==> src/rtl/version_store_pkg.sv <==
// Shared defaults and state encoding for the versioned slot buffer and its neighbours.
package version_store_pkg;

    localparam int DEFAULT_DATA_WIDTH    = 8;
    localparam int DEFAULT_VERSION_WIDTH = 4;
    localparam int DEFAULT_VERSION_NUM   = 4;

    // Fill state; mirrors the valid-slot count (0, partial, all slots live)
    typedef enum logic [1:0] {
        ST_EMPTY   = 2'd0,
        ST_FILLING = 2'd1,
        ST_FULL    = 2'd2
    } state_t;

endpackage

==> src/rtl/version_store_slot.sv <==
// One versioned slot: data word, version tag and a valid flag.
// Clearing only drops the valid flag; data and tag stay visible on the buses.
module version_slot
    import version_store_pkg::*;
#(
    parameter int DATA_WIDTH    = DEFAULT_DATA_WIDTH,
    parameter int VERSION_WIDTH = DEFAULT_VERSION_WIDTH
) (
    input  logic                     clk,
    input  logic                     rst,
    input  logic                     load,
    input  logic                     clear,
    input  logic [DATA_WIDTH-1:0]    data_in,
    input  logic [VERSION_WIDTH-1:0] tag_in,
    output logic [DATA_WIDTH-1:0]    data,
    output logic [VERSION_WIDTH-1:0] tag,
    output logic                     valid
);

    // Slot register: reset zeroes everything, clear drops valid, load captures a new word
    always_ff @(posedge clk) begin
        if (rst) begin
            data  <= '0;
            tag   <= '0;
            valid <= 1'b0;
        end else if (clear) begin
            valid <= 1'b0;
        end else if (load) begin
            data  <= data_in;
            tag   <= tag_in;
            valid <= 1'b1;
        end
    end

endmodule

==> src/rtl/version_store.sv <==
// Versioned slot buffer: tags each accepted word with a wrapping version number and
// keeps the newest VERSION_NUM words in round-robin slots for the downstream router.
module version_store
    import version_store_pkg::*;
#(
    parameter int DATA_WIDTH    = DEFAULT_DATA_WIDTH,
    parameter int VERSION_WIDTH = DEFAULT_VERSION_WIDTH,
    parameter int VERSION_NUM   = DEFAULT_VERSION_NUM
) (
    input  logic                               clk,
    input  logic                               rst,
    input  logic                               wrEn,
    input  logic [DATA_WIDTH-1:0]              wrData,
    output logic                               wrReady,
    input  logic                               flush,
    output logic [VERSION_WIDTH*VERSION_NUM-1:0] versions,
    output logic [DATA_WIDTH*VERSION_NUM-1:0]  dataInputs,
    output logic [VERSION_NUM-1:0]             validMask,
    output logic [VERSION_WIDTH-1:0]           curVersion,
    output logic [$clog2(VERSION_NUM+1)-1:0]   count
);

    localparam int PTR_W = (VERSION_NUM > 1) ? $clog2(VERSION_NUM) : 1;
    localparam int CNT_W = $clog2(VERSION_NUM + 1);

    // More slots than distinct tags would let two live slots share a version
    if (VERSION_NUM > 2 ** VERSION_WIDTH) begin : g_bad_params
        $error("version_store: VERSION_NUM exceeds 2**VERSION_WIDTH");
    end

    logic [PTR_W-1:0] wr_ptr;
    state_t           state;
    logic             accept;

    assign wrReady = !flush;
    assign accept  = wrEn && !flush;

    // Write pointer, version counter, fill count and fill-state tracking
    always_ff @(posedge clk) begin
        if (rst) begin
            wr_ptr     <= '0;
            curVersion <= '0;
            count      <= '0;
            state      <= ST_EMPTY;
        end else if (flush) begin
            // curVersion deliberately keeps running so stale tags never alias new data
            wr_ptr <= '0;
            count  <= '0;
            state  <= ST_EMPTY;
        end else if (wrEn) begin
            curVersion <= curVersion + VERSION_WIDTH'(1);
            wr_ptr     <= (wr_ptr == PTR_W'(VERSION_NUM - 1)) ? '0 : wr_ptr + PTR_W'(1);
            if (count != CNT_W'(VERSION_NUM)) begin
                count <= count + CNT_W'(1);
            end
            case (state)
                ST_EMPTY, ST_FILLING:
                    state <= (count == CNT_W'(VERSION_NUM - 1)) ? ST_FULL : ST_FILLING;
                default:
                    state <= ST_FULL;
            endcase
        end
    end

    for (genvar j = 0; j < VERSION_NUM; j++) begin : g_slot
        logic                     load;
        logic [DATA_WIDTH-1:0]    slot_data;
        logic [VERSION_WIDTH-1:0] slot_tag;

        assign load = accept && (wr_ptr == PTR_W'(j));

        version_slot #(
            .DATA_WIDTH    (DATA_WIDTH),
            .VERSION_WIDTH (VERSION_WIDTH)
        ) u_slot (
            .clk     (clk),
            .rst     (rst),
            .load    (load),
            .clear   (flush),
            .data_in (wrData),
            .tag_in  (curVersion),
            .data    (slot_data),
            .tag     (slot_tag),
            .valid   (validMask[j])
        );

        assign dataInputs[j*DATA_WIDTH +: DATA_WIDTH]       = slot_data;
        assign versions[j*VERSION_WIDTH +: VERSION_WIDTH]   = slot_tag;
    end

endmodule
==> config.mk <==
export PLATFORM = sky130hd
export DESIGN_NAME = version_store
export DESIGN_NICKNAME = d
export VERILOG_FILES = /design/src/rtl/version_store_pkg.sv /design/src/rtl/version_store_slot.sv /design/src/rtl/version_store.sv
export SDC_FILE = /design/constraint.sdc
export NUM_CORES = 1
export LEC_CHECK = 0
export CORE_ASPECT_RATIO = 0.9
export CORE_UTILIZATION = 40
export DETAILED_ROUTE_END_ITERATION = 8
export PLACE_DENSITY_LB_ADDON = 0.15
export SYNTH_ARGS = -nofsm -noshare
export SYNTH_HDL_FRONTEND = slang
export SYNTH_SLANG_ARGS = --single-unit
==> constraint.sdc <==
create_clock -name clk -period 2.8 [get_ports clk]
set_clock_uncertainty 0.15 [all_clocks]
set_input_delay 0.42 -clock clk [delete_from_list [all_inputs] [get_ports clk]]
set_output_delay 0.42 -clock clk [all_outputs]
set_load 0.05 [all_outputs]
==> results of run 1 <==
-- state kept, by name, summed over array words and instances (netlist names) --
register / cells
wr_ptr: 2
g_slot.u_slot.valid: 4
g_slot.u_slot.tag: 16
curVersion: 4
count: 3
g_slot.u_slot.data: 32
-- worst reg2reg max path: cells and delay by family (launching register included) --
kind                       cells  cell delay (ns)
AOI/OAI and AO/OA              1             0.16
adders and majority gates      1             0.21
buffers and inverters          1             0.08
DFF                            1             0.40
and+or+nand+nor                2             0.49
-- cell usage in the layout (no fill, tap or decap), drive strengths merged, types with 2 or more instances in the layout --
cell	netlist	final
inv	5	5
buf	19	7
clkdlybuf4s50	0	70
a21oi	49	49
xnor2	2	2
mux2i	4	4
and3b	4	4
nand2	96	96
nor2	17	17
dfxtp	61	61
ha	7	7
bufinv	0	2
clkbuf	2	12
nand3b	5	5
clkinv	0	2
-- logic make-up (layout without fill, tap and decap cells) --
group / after synthesis / count (layout) / synth area share
flops: 61 / 61 / 0.498
compound gates: 50 / 50 / 0.143
buf+inv: 26 / 98 / 0.0678
mux: 5 / 5 / 0.0209
xor+xnor: 3 / 3 / 0.0107
simple gates: 128 / 128 / 0.224
fa+ha+maj: 7 / 7 / 0.0357
-- metrics by stage --
| stage | worst slack, ns | total power, mW | hold slack, ns |
|---|---|---|---|
| after floorplan | 1.13 | 1.02 | 0.291 |
| after global placement | 0.374 | 1.07 | 0.291 |
| after detailed placement | 0.363 | 1.07 | 0.299 |
| after CTS | 0.367 | 1.96 | 0.309 |
| after global routing | 0.279 | 2.01 | 0.327 |
| final | 0.360 | 1.93 | 0.307 |
-- layout make-up --
| cell class | instances | area, um^2 | share of cell area |
|---|---|---|---|
| inverter | 5 | 18.8 | 0.00557 |
| sequential | 61 | 1220 | 0.362 |
| tap | 70 | 87.6 | 0.0260 |
| timing repair buffer | 77 | 751 | 0.223 |
| clock inverter | 4 | 70.1 | 0.0208 |
| multi-input combinational | 193 | 1070 | 0.316 |
| clock buffer | 12 | 155 | 0.0460 |
-- final timing paths --
| path | end | depth (start not counted) |
|---|---|---|
| setup reg to reg | g_slot[2].u_slot.data[1] | 5 |
| hold reg to reg | g_slot[0].u_slot.tag[0] | 2 |
| setup / recovery | wrReady | 3 |
| hold / removal | g_slot[0].u_slot.tag[0] | 2 |
-- power by group --
group / internal (mW) / total, mW / switching (mW)
clock: 0.547 / 0.881 / 0.334
combinational: 0.0568 / 0.159 / 0.102
sequential: 0.880 / 0.892 / 0.0116
-- metal layers --
layer,up-vias,GRT usage,wire length (um)
li1,1030,-,-
met1,972,0.252,2770
met2,49,0.315,2620
met3,8,0.0585,327
met4,0,0.0661,71
met5,-,0,0
==> results.md, run 1 <==
- Clock slew at reported path FFs: roughly 0.06 ns
- Area Growth Syn to Fin: 37.3%
- Final Util: 0.582
- Clk_lat worst skew: 0.33 ns
- Iteration-0 DRC Markers: 56
- CTS Buffer Depth: 2
- Violated checks: DRC
- Final instance area: 3370 um^2
- CP Launch Type: input port
- Antenna diode count: 0
- Worst R2R Setup Slack: 1.24 ns
- Count of final hold-check violations: 0
- Antenna-violating nets left: 0
- Fill cells: around 550
- Post-Synthesis Cells: 280
- Post-synth cell types: 25
- Sequential-to-total area share from yosys stat: 0.498
- Cell mode on critical path: clkdlybuf4s50_1
- Syn_nets: between 200 and 300
- Starting Density: 0.424
- Tot GR Track Use: 0.196
- RSZ-0062 raised after global routing: false
- Critical path capture point type: output pin
- CTS Sinks: 61
- Cts bufs inserted: 9
- Min-delay worst type: register to register
- Routability cong.: between 0.7 and 0.8
- Worst r2r src: wr_ptr[0]
- Hold_sp: g_slot[0].u_slot.tag[0]
- Layout cells sized above 1: 0.148
- TritonCTS clock tree: yes
- Tcrit/Tclk final: 0.872
- Post-DP HPWL: 3880 um
- Synthesized area: 2450 um^2
- Nets: 366
- Number of cell rows: 26
- Yosys reg bits: between 60 and 70
- Max Slew Vio Count: 0
- Measured slew at the worst slew-check pin: 0.535 ns
- Tmin final: between 2 and 2.5 ns
- Die area: 6450 um^2
- Buf/Inv on CP: 3
- Die width: 84.6 um
- Synth area leaders: dfxtp_1 50%, nand2_1 15%, a21oi_2 8.2%
- First-pass GRT wire length: roughly 9800 um
- Fmax achieved: roughly 410 MHz
- Setup Buffers After CTS: 0
- Crit path kind: input port to output pin
- Setup violations, final: 0
- Vias: a little over 2000
- Slowest-stage cell, CP: clkdlybuf4s50_1
- Number of synthesized flops with an enable pin: 0
- Initial antenna violation count: 0
- Max incr delay on CP: 0.80 ns
- Critical Path AT: between 1.5 and 2 ns
- Top cell type's share of synthesized area: 0.498
- Port Buffers: 71
- Syn avg cell area: approximately 8.8 um^2
- Worst-path fanout max: 12
- Area after DPL: between 3000 and 4000 um^2
- Largest net degree at the start of global routing: 34
- Drt wl/cell: 13.7 um
- Crit path launch: flush
- Crit-path cells: clkdlybuf4s50_1, inv_1, clkdlybuf4s50_1
- Clock tree root driver cell: clkbuf_8
- Number of H-tree levels: 3
- Area leader, netlist: dfxtp_1
- Core footprint: approximately 5800 um^2
- Post_cts resized: 0
- Die height: 76.3 um
- Max-slew headroom: 0.642
- TritonRoute pass-1 iters: 6
- Max-Cap Viols: 0
- DP Cell Count: just over 400
- Number of global-route vias before repair: 1968
- Setup_tns: 0 ns
- Most frequent cells after synthesis: 96 x nand2_1, 61 x dfxtp_1, 26 x a21oi_1, 23 x a21oi_2, 17 x nor2_1
- Gr ovfl total: 0
- Boundary Pins: just over 70
- Synth Warn #: 0
- DRC: 7
- Req. time, crit path: about 2.2 ns
- Vias/cell: roughly 5
- Main synth FF type: dfxtp_1
- Fin cells: 422
- Status: finished with violations
- PwrDens: between 500 and 600 nW/um^2
- Hold_buf cts: 0
- Peak VDD IR: ~0.00031 V
- Leakage power: 1.17 nW
- Most common cell in the netlist: nand2_1
- Routed Wire Length: between 5000 and 6000 um
- Ys async rst share: 0
- CP top delay family: buffers and inverters
Note: power is estimated with default switching activity, not from simulation.
==> run 2, diff against run 1 <==
--- a/config.mk
+++ b/config.mk
@@ -5,6 +5,7 @@
 export SDC_FILE = /design/constraint.sdc
 export NUM_CORES = 1
 export LEC_CHECK = 0
+export ABC_AREA = 1
 export CORE_ASPECT_RATIO = 0.9
 export CORE_UTILIZATION = 40
 export DETAILED_ROUTE_END_ITERATION = 8
==> run 2 against run 1 <==
Compared with the run above: the flow now finishes without violations; non-clock buffer count did not move; via count rose by 1.2%; power fell by 4.9%; critical path depth did not move; synthesized cell count rose by 4.3%; sequential share of layout area rose by 1.8 points; maximum frequency rose by 1.8%; count of clock-buffer cells in the layout rose by 2; hold slack improved by 0.0064 ns; critical endpoint unchanged; largest cell class unchanged.
==> results.md, run 2 <==
- Largest net degree at the start of global routing: 49 (was 34)
- Synth area leaders: dfxtp_1 53%, nor2_1 17%, o21ai_0 10% (was dfxtp_1 50%, nand2_1 15%, a21oi_2 8.2%)
- Vias: 2083 (was 2059)
- PnR worst setup slack: 0.403 ns (was 0.360 ns)
- Post_cts resized: 0 (unchanged)
- Tot GR Track Use: 0.211 (was 0.196)
- Cts bufs inserted: 9 (unchanged)
- Ys async rst share: 0 (unchanged)
- Post-Synthesis Cells: 292 (was 280)
- Synthesized area: 2310 um^2 (was 2450 um^2)
- Critical Path AT: 1.83 ns (was 1.87 ns)
- CTS Buffer Depth: 2 (unchanged)
- Setup violations, final: 0 (unchanged)
- Die area: 6100 um^2 (was 6450 um^2)
- Most common cell after layout, fill and taps aside: nor2_1 (was nand2_1)
- Clk_lat worst skew: 0.33 ns (about the same)
- Post-synth cell types: 20 (was 25)
- Most flops, register: g_slot.u_slot.data (unchanged)
- Req. time, crit path: 2.23 ns (about the same)
- Top cell type's share of synthesized area: 0.528 (was 0.498)
- Antenna-violating nets left: 0 (unchanged)
- Post-Route M1 WL: 2900 um (was 2770 um)
- Syn avg cell area: 7.93 um^2 (was 8.76 um^2)
- Worst-path fanout max: 3 (was 12)
- Initial antenna violation count: 0 (unchanged)
- CP Launch Type: input port (unchanged)
- First-pass GRT wire length: 9430 um (was 9830 um)
- Drt wl/cell: 13.7 um (about the same)
- Peak VDD IR: 0.000417 V (was 0.000314 V)
- Met3 routed WL: 401 um (was 327 um)
- Post-place setup slack: 0.411 ns (was 0.363 ns)
- Highest routed layer: met4 (unchanged)
- Post-DP HPWL: 3990 um (was 3880 um)
- Number of synthesized flops with an enable pin: 0 (unchanged)
- CTS Sinks: 61 (unchanged)
- TritonRoute pass-1 iters: 5 (was 6)
- Leakage power: 1.36 nW (was 1.17 nW)
- Syn_nets: 311 (was 299)
- Yosys reg bits: 61 (unchanged)
- RSZ-0062 raised after global routing: false (unchanged)
- PwrDens: 573 nW/um^2 (was 574 nW/um^2)
- Fill cells: 527 (was 551)
- Setup Buffers After CTS: 0 (unchanged)
- Nets: 382 (was 366)
- Main synth FF type: dfxtp_1 (unchanged)
- Max Slew Vio Count: 0 (unchanged)
- Met2 WL: 2610 um (was 2620 um)
- Most common cell in the netlist: nor2_1 (was nand2_1)
- Max-slew headroom: 0.609 (was 0.642)
- Measured slew at the worst slew-check pin: 0.585 ns (was 0.535 ns)
- Layout cells sized above 1: 0.0627 (was 0.148)
- Crit path kind: input port to output pin (unchanged)
- Routability cong.: 0.787 (was 0.708)
- Setup_tns: 0 ns (unchanged)
- Starting Density: 0.428 (was 0.424)
- Sequential-to-total area share from yosys stat: 0.528 (was 0.498)
- Min-delay worst type: register to register (unchanged)
- Vias/cell: 4.80 (was 4.88)
- Tmin final: 2.40 ns (was 2.44 ns)
- Iteration-0 DRC Markers: 75 (was 56)
- Number of H-tree levels: 3 (unchanged)
- Most frequent cells in the layout: 104 x nor2_1, 71 x clkdlybuf4s50_1, 61 x dfxtp_1 (was 96 x nand2_1, 70 x clkdlybuf4s50_1, 61 x dfxtp_1)
- Area leader, netlist: dfxtp_1 (unchanged)
- Gr ovfl total: 0 (unchanged)
- Hold_buf cts: 0 (unchanged)
- Fmax achieved: 417 MHz (was 410 MHz)
- Synth Warn #: 0 (unchanged)
- Routed Wire Length: 5950 um (was 5790 um)
- Worst R2R Setup Slack: 1.20 ns (was 1.24 ns)
- Number of global-route vias before repair: 1931 (was 1968)
- Max FFs per register: 32 (unchanged)
- Die height: 74.2 um (was 76.3 um)
- Status: complete, no violations (was finished with violations)
- Core footprint: 5410 um^2 (was 5790 um^2)
- Clock slew at reported path FFs: 0.06 ns (about the same)
- Antenna diode count: 0 (unchanged)
- Final Util: 0.593 (was 0.582)
- Critical path capture point type: output pin (unchanged)
- Tcrit/Tclk final: 0.856 (was 0.872)
- Most frequent cells after synthesis: 104 x nor2_1, 61 x dfxtp_1, 48 x o21ai_0, 20 x nand2_1, 14 x inv_1 (was 96 x nand2_1, 61 x dfxtp_1, 26 x a21oi_1, 23 x a21oi_2, 17 x nor2_1)
- Number of cell rows: 25 (was 26)
- TritonCTS clock tree: yes (unchanged)
- Clock tree root driver cell: clkbuf_8 (unchanged)
- Port Buffers: 71 (unchanged)
- Die width: 82.2 um (was 84.6 um)
- Area Growth Syn to Fin: 38.6% (was 37.3%)
- Max-Cap Viols: 0 (unchanged)
- Count of final hold-check violations: 0 (unchanged)
- Top Registers: g_slot.u_slot.data (32), g_slot.u_slot.tag (16) (unchanged)
- Boundary Pins: 72 (unchanged)
- DRC: 0 (was 7)
[run 2: routing by layer]
metal,vias up,GRT usage
li1,1062,-
met1,956,0.286
met2,61,0.314
met3,4,0.0834
met4,0,0.0526
met5,-,0
[run 2: kinds of logic after synthesis]
logic type	after synthesis	synth area share
adders and majority gates	7	0.0378
AOI/OAI and AO/OA	62	0.138
buffers and inverters	32	0.0778
and+or+nand+nor	130	0.218
DFF	61	0.528
[run 2: final timing paths]
check	from	to	depth (start not counted)
worst max register to register	wr_ptr[0]	g_slot[0].u_slot.data[5]	6
worst max-delay path	flush	wrReady	3
worst min register to register	g_slot[0].u_slot.tag[0]	g_slot[0].u_slot.tag[0]	2
worst min-delay path	g_slot[0].u_slot.tag[0]	g_slot[0].u_slot.tag[0]	2
[run 2: where the power goes]
group,switching [mW],internal [mW],leakage [nW]
Combinational,0.155,0.0741,0.776
Sequential,0.0158,0.892,0.495
Clock,0.312,0.388,0.0926
Total,0.482,1.35,1.36
[run 2: through the flow]
step           hold WS, ns  instances  power, mW  instance area [um^2]
2_1_floorplan        0.292        292       1.07                  2310
3_3_place_gp         0.298        419       1.15                  3030
3_5_place_dp         0.306        419       1.16                  3030
4_1_cts              0.319        434       1.86                  3210
5_1_grt              0.328        434       1.92                  3210
6_report             0.313        434       1.84                  3210
[run 2: final cells by class]
cell class                 count  area (um^2)  area share
clock buffer                  14          173      0.0538
clock inverter                 1         5.00     0.00156
inverter                      15         56.3      0.0176
multi-input combinational    199          913       0.285
sequential                    61         1220       0.381
tap                           67         83.8      0.0261
timing repair buffer          77          756       0.236
[run 2: worst max-delay path: stages]
cell and delay (ns):
clkdlybuf4s50_1 0.49, inv_2 0.11, clkdlybuf4s50_1 0.80
==> run 3, diff against run 2 <==
--- a/config.mk
+++ b/config.mk
@@ -7,7 +7,7 @@
 export LEC_CHECK = 0
 export ABC_AREA = 1
 export CORE_ASPECT_RATIO = 0.9
-export CORE_UTILIZATION = 40
+export CORE_UTILIZATION = 35
 export DETAILED_ROUTE_END_ITERATION = 8
 export PLACE_DENSITY_LB_ADDON = 0.15
 export SYNTH_ARGS = -nofsm -noshare
==> run 3 against run 2 <==
Compared with the run above: wire length is 5.3% higher; combinational power hardly changed; global-route usage is 1.9 points lower; count of clock-buffer cells in the layout is 3 lower; maximum frequency is 5.0% higher; first-iteration DRC count is 73% higher; non-clock buffer count is 1 higher; via count is 0.86% higher; cell count is 5.1% higher; cell area is 2.0% higher; flip-flop and latch count stayed put; sequential share of layout area is 0.73 points lower.
==> results.md, run 3 (synthesized netlist as in run 2, its figures left out) <==
- CP Launch Type: register (was input port)
- Count of final hold-check violations: 0 (unchanged)
- Slowest-stage cell, CP: clkdlybuf4s50_1 (unchanged)
- Req. time, crit path: 2.23 ns (about the same)
- Most common cell after layout, fill and taps aside: nor2_1 (unchanged)
- Crit path kind: register to output pin (was input port to output pin)
- Post_cts resized: 0 (unchanged)
- Min-delay worst type: register to register (unchanged)
- Post-Route M1 WL: 2880 um (was 2900 um)
- Setup_tns: 0 ns (unchanged)
- Antenna-violating nets left: 0 (unchanged)
- Area Growth Syn to Fin: 41.3% (was 38.6%)
- PwrDens: 594 nW/um^2 (was 573 nW/um^2)
- Tcrit/Tclk final: 0.816 (was 0.856)
- Core footprint: 6250 um^2 (was 5410 um^2)
- Leakage power: 1.38 nW (was 1.36 nW)
- Cts bufs inserted: 9 (unchanged)
- Crit-path cells: clkdlybuf4s50_1 (was clkdlybuf4s50_1, inv_2, clkdlybuf4s50_1)
- Initial antenna violation count: 0 (unchanged)
- Max Slew Vio Count: 0 (unchanged)
- Vias: 2101 (was 2083)
- Max incr delay on CP: 0.87 ns (was 0.80 ns)
- Largest net degree at the start of global routing: 25 (was 49)
- Setup Buffers After CTS: 0 (unchanged)
- Die area: 6940 um^2 (was 6100 um^2)
- Highest routed layer: met4 (unchanged)
- Number of global-route vias before repair: 1933 (was 1931)
- Measured slew at the worst slew-check pin: 0.636 ns (was 0.585 ns)
- Worst-path fanout max: 8 (was 3)
- Peak VDD IR: 0.000422 V (was 0.000417 V)
- Critical path capture point type: output pin (unchanged)
- Post-place setup slack: 0.573 ns (was 0.411 ns)
- Layout cells sized above 1: 0.0759 (was 0.0627)
- DRC: 0 (unchanged)
- Top Registers: g_slot.u_slot.data (32), g_slot.u_slot.tag (16) (unchanged)
- Routability cong.: 0.793 (was 0.787)
- Setup violations, final: 0 (unchanged)
- Antenna diode count: 0 (unchanged)
- Clock slew at reported path FFs: 0.06 ns (about the same)
- Fill cells: 598 (was 527)
- Die width: 87.7 um (was 82.2 um)
- Number of H-tree levels: 3 (unchanged)
- Tmin final: 2.28 ns (was 2.40 ns)
- Iteration-0 DRC Markers: 130 (was 75)
- Max-slew headroom: 0.576 (was 0.609)
- CP top delay family: buffers and inverters (unchanged)
- RSZ-0062 raised after global routing: false (unchanged)
- Starting Density: 0.370 (was 0.428)
- Vias/cell: 4.61 (was 4.80)
- Nets: 383 (was 382)
- Drt wl/cell: 13.7 um (about the same)
- Buf/Inv on CP: 1 (was 3)
- Most frequent cells in the layout: 104 x nor2_1, 70 x clkdlybuf4s50_1, 61 x dfxtp_1 (was 104 x nor2_1, 71 x clkdlybuf4s50_1, 61 x dfxtp_1)
- Total power: 1.94 mW (was 1.84 mW)
- Number of cell rows: 27 (was 25)
- Post-DP HPWL: 4120 um (was 3990 um)
- Hold_buf cts: 0 (unchanged)
- Fmax achieved: 438 MHz (was 417 MHz)
- Die height: 79.2 um (was 74.2 um)
- Most flops, register: g_slot.u_slot.data (unchanged)
- Critical Path AT: 1.71 ns (was 1.83 ns)
- Gr ovfl total: 0 (unchanged)
- Port Buffers: 71 (unchanged)
- CTS Sinks: 61 (unchanged)
- PnR worst setup slack: 0.516 ns (was 0.403 ns)
- Tot GR Track Use: 0.192 (was 0.211)
- TritonRoute pass-1 iters: 4 (was 5)
- Met2 WL: 2830 um (was 2610 um)
- Clock tree root driver cell: clkbuf_8 (unchanged)
- Met3 routed WL: 528 um (was 401 um)
- Status: complete, no violations (unchanged)
- Routed Wire Length: 6260 um (was 5950 um)
- Max FFs per register: 32 (unchanged)
- Clk_lat worst skew: 0.33 ns (about the same)
- CTS Buffer Depth: 2 (unchanged)
- Max-Cap Viols: 0 (unchanged)
- TritonCTS clock tree: yes (unchanged)
- First-pass GRT wire length: 9950 um (was 9430 um)
- Boundary Pins: 72 (unchanged)
==> run 3: cell count changes in the layout (fill, tap and decap cells not counted), sizes merged <==
cell	before	now
buf	6	8
clkbuf	14	11
bufinv	0	1
clkinvlp	0	2
clkinv	1	2
clkdlybuf4s50	71	70
==> run 3: stage by stage <==
stage / area (um^2) / util / hold WS, ns / instances
2_1_floorplan: 2310 / - / 0.292 / 292
3_3_place_gp: 3060 / 0.490 / 0.302 / 440
3_5_place_dp: 3060 / 0.490 / 0.307 / 440
4_1_cts: 3270 / 0.523 / 0.319 / 456
5_1_grt: 3270 / 0.523 / 0.338 / 456
6_report: 3270 / 0.523 / 0.315 / 456
==> run 3: metal layers <==
metal	GRT usage	up-vias
met5	0	-
met4	0.0590	0
met3	0.0624	3
met2	0.295	79
met1	0.255	954
li1	-	1065
==> run 3: worst paths after layout <==
| check | from | end | slack [ns] | cells past startpoint |
|---|---|---|---|---|
| min reg2reg | g_slot[0].u_slot.tag[0] | g_slot[0].u_slot.tag[0] | 0.32 | 2 |
| max | curVersion[0] | curVersion[0] | 0.52 | 1 |
| max reg2reg | wr_ptr[0] | g_slot[2].u_slot.tag[0] | 1.06 | 7 |
| min | g_slot[0].u_slot.tag[0] | g_slot[0].u_slot.tag[0] | 0.32 | 2 |
==> run 3: cell type report <==
| class | count | area, um^2 | area share |
|---|---|---|---|
| sequential | 61 | 1220 | 0.373 |
| multi-input combinational | 199 | 913 | 0.279 |
| tap | 87 | 109 | 0.0333 |
| clock buffer | 11 | 151 | 0.0463 |
| clock inverter | 5 | 58.8 | 0.0180 |
| timing repair buffer | 78 | 761 | 0.233 |
| inverter | 15 | 56.3 | 0.0172 |
==> run 3: where the power goes <==
group | total (mW) | switching (mW) | internal, mW | leakage [nW]
Combinational | 0.229 | 0.155 | 0.0748 | 0.782
Clock | 0.804 | 0.345 | 0.459 | 0.102
Sequential | 0.908 | 0.0164 | 0.892 | 0.495
Total | 1.94 | 0.516 | 1.43 | 1.38
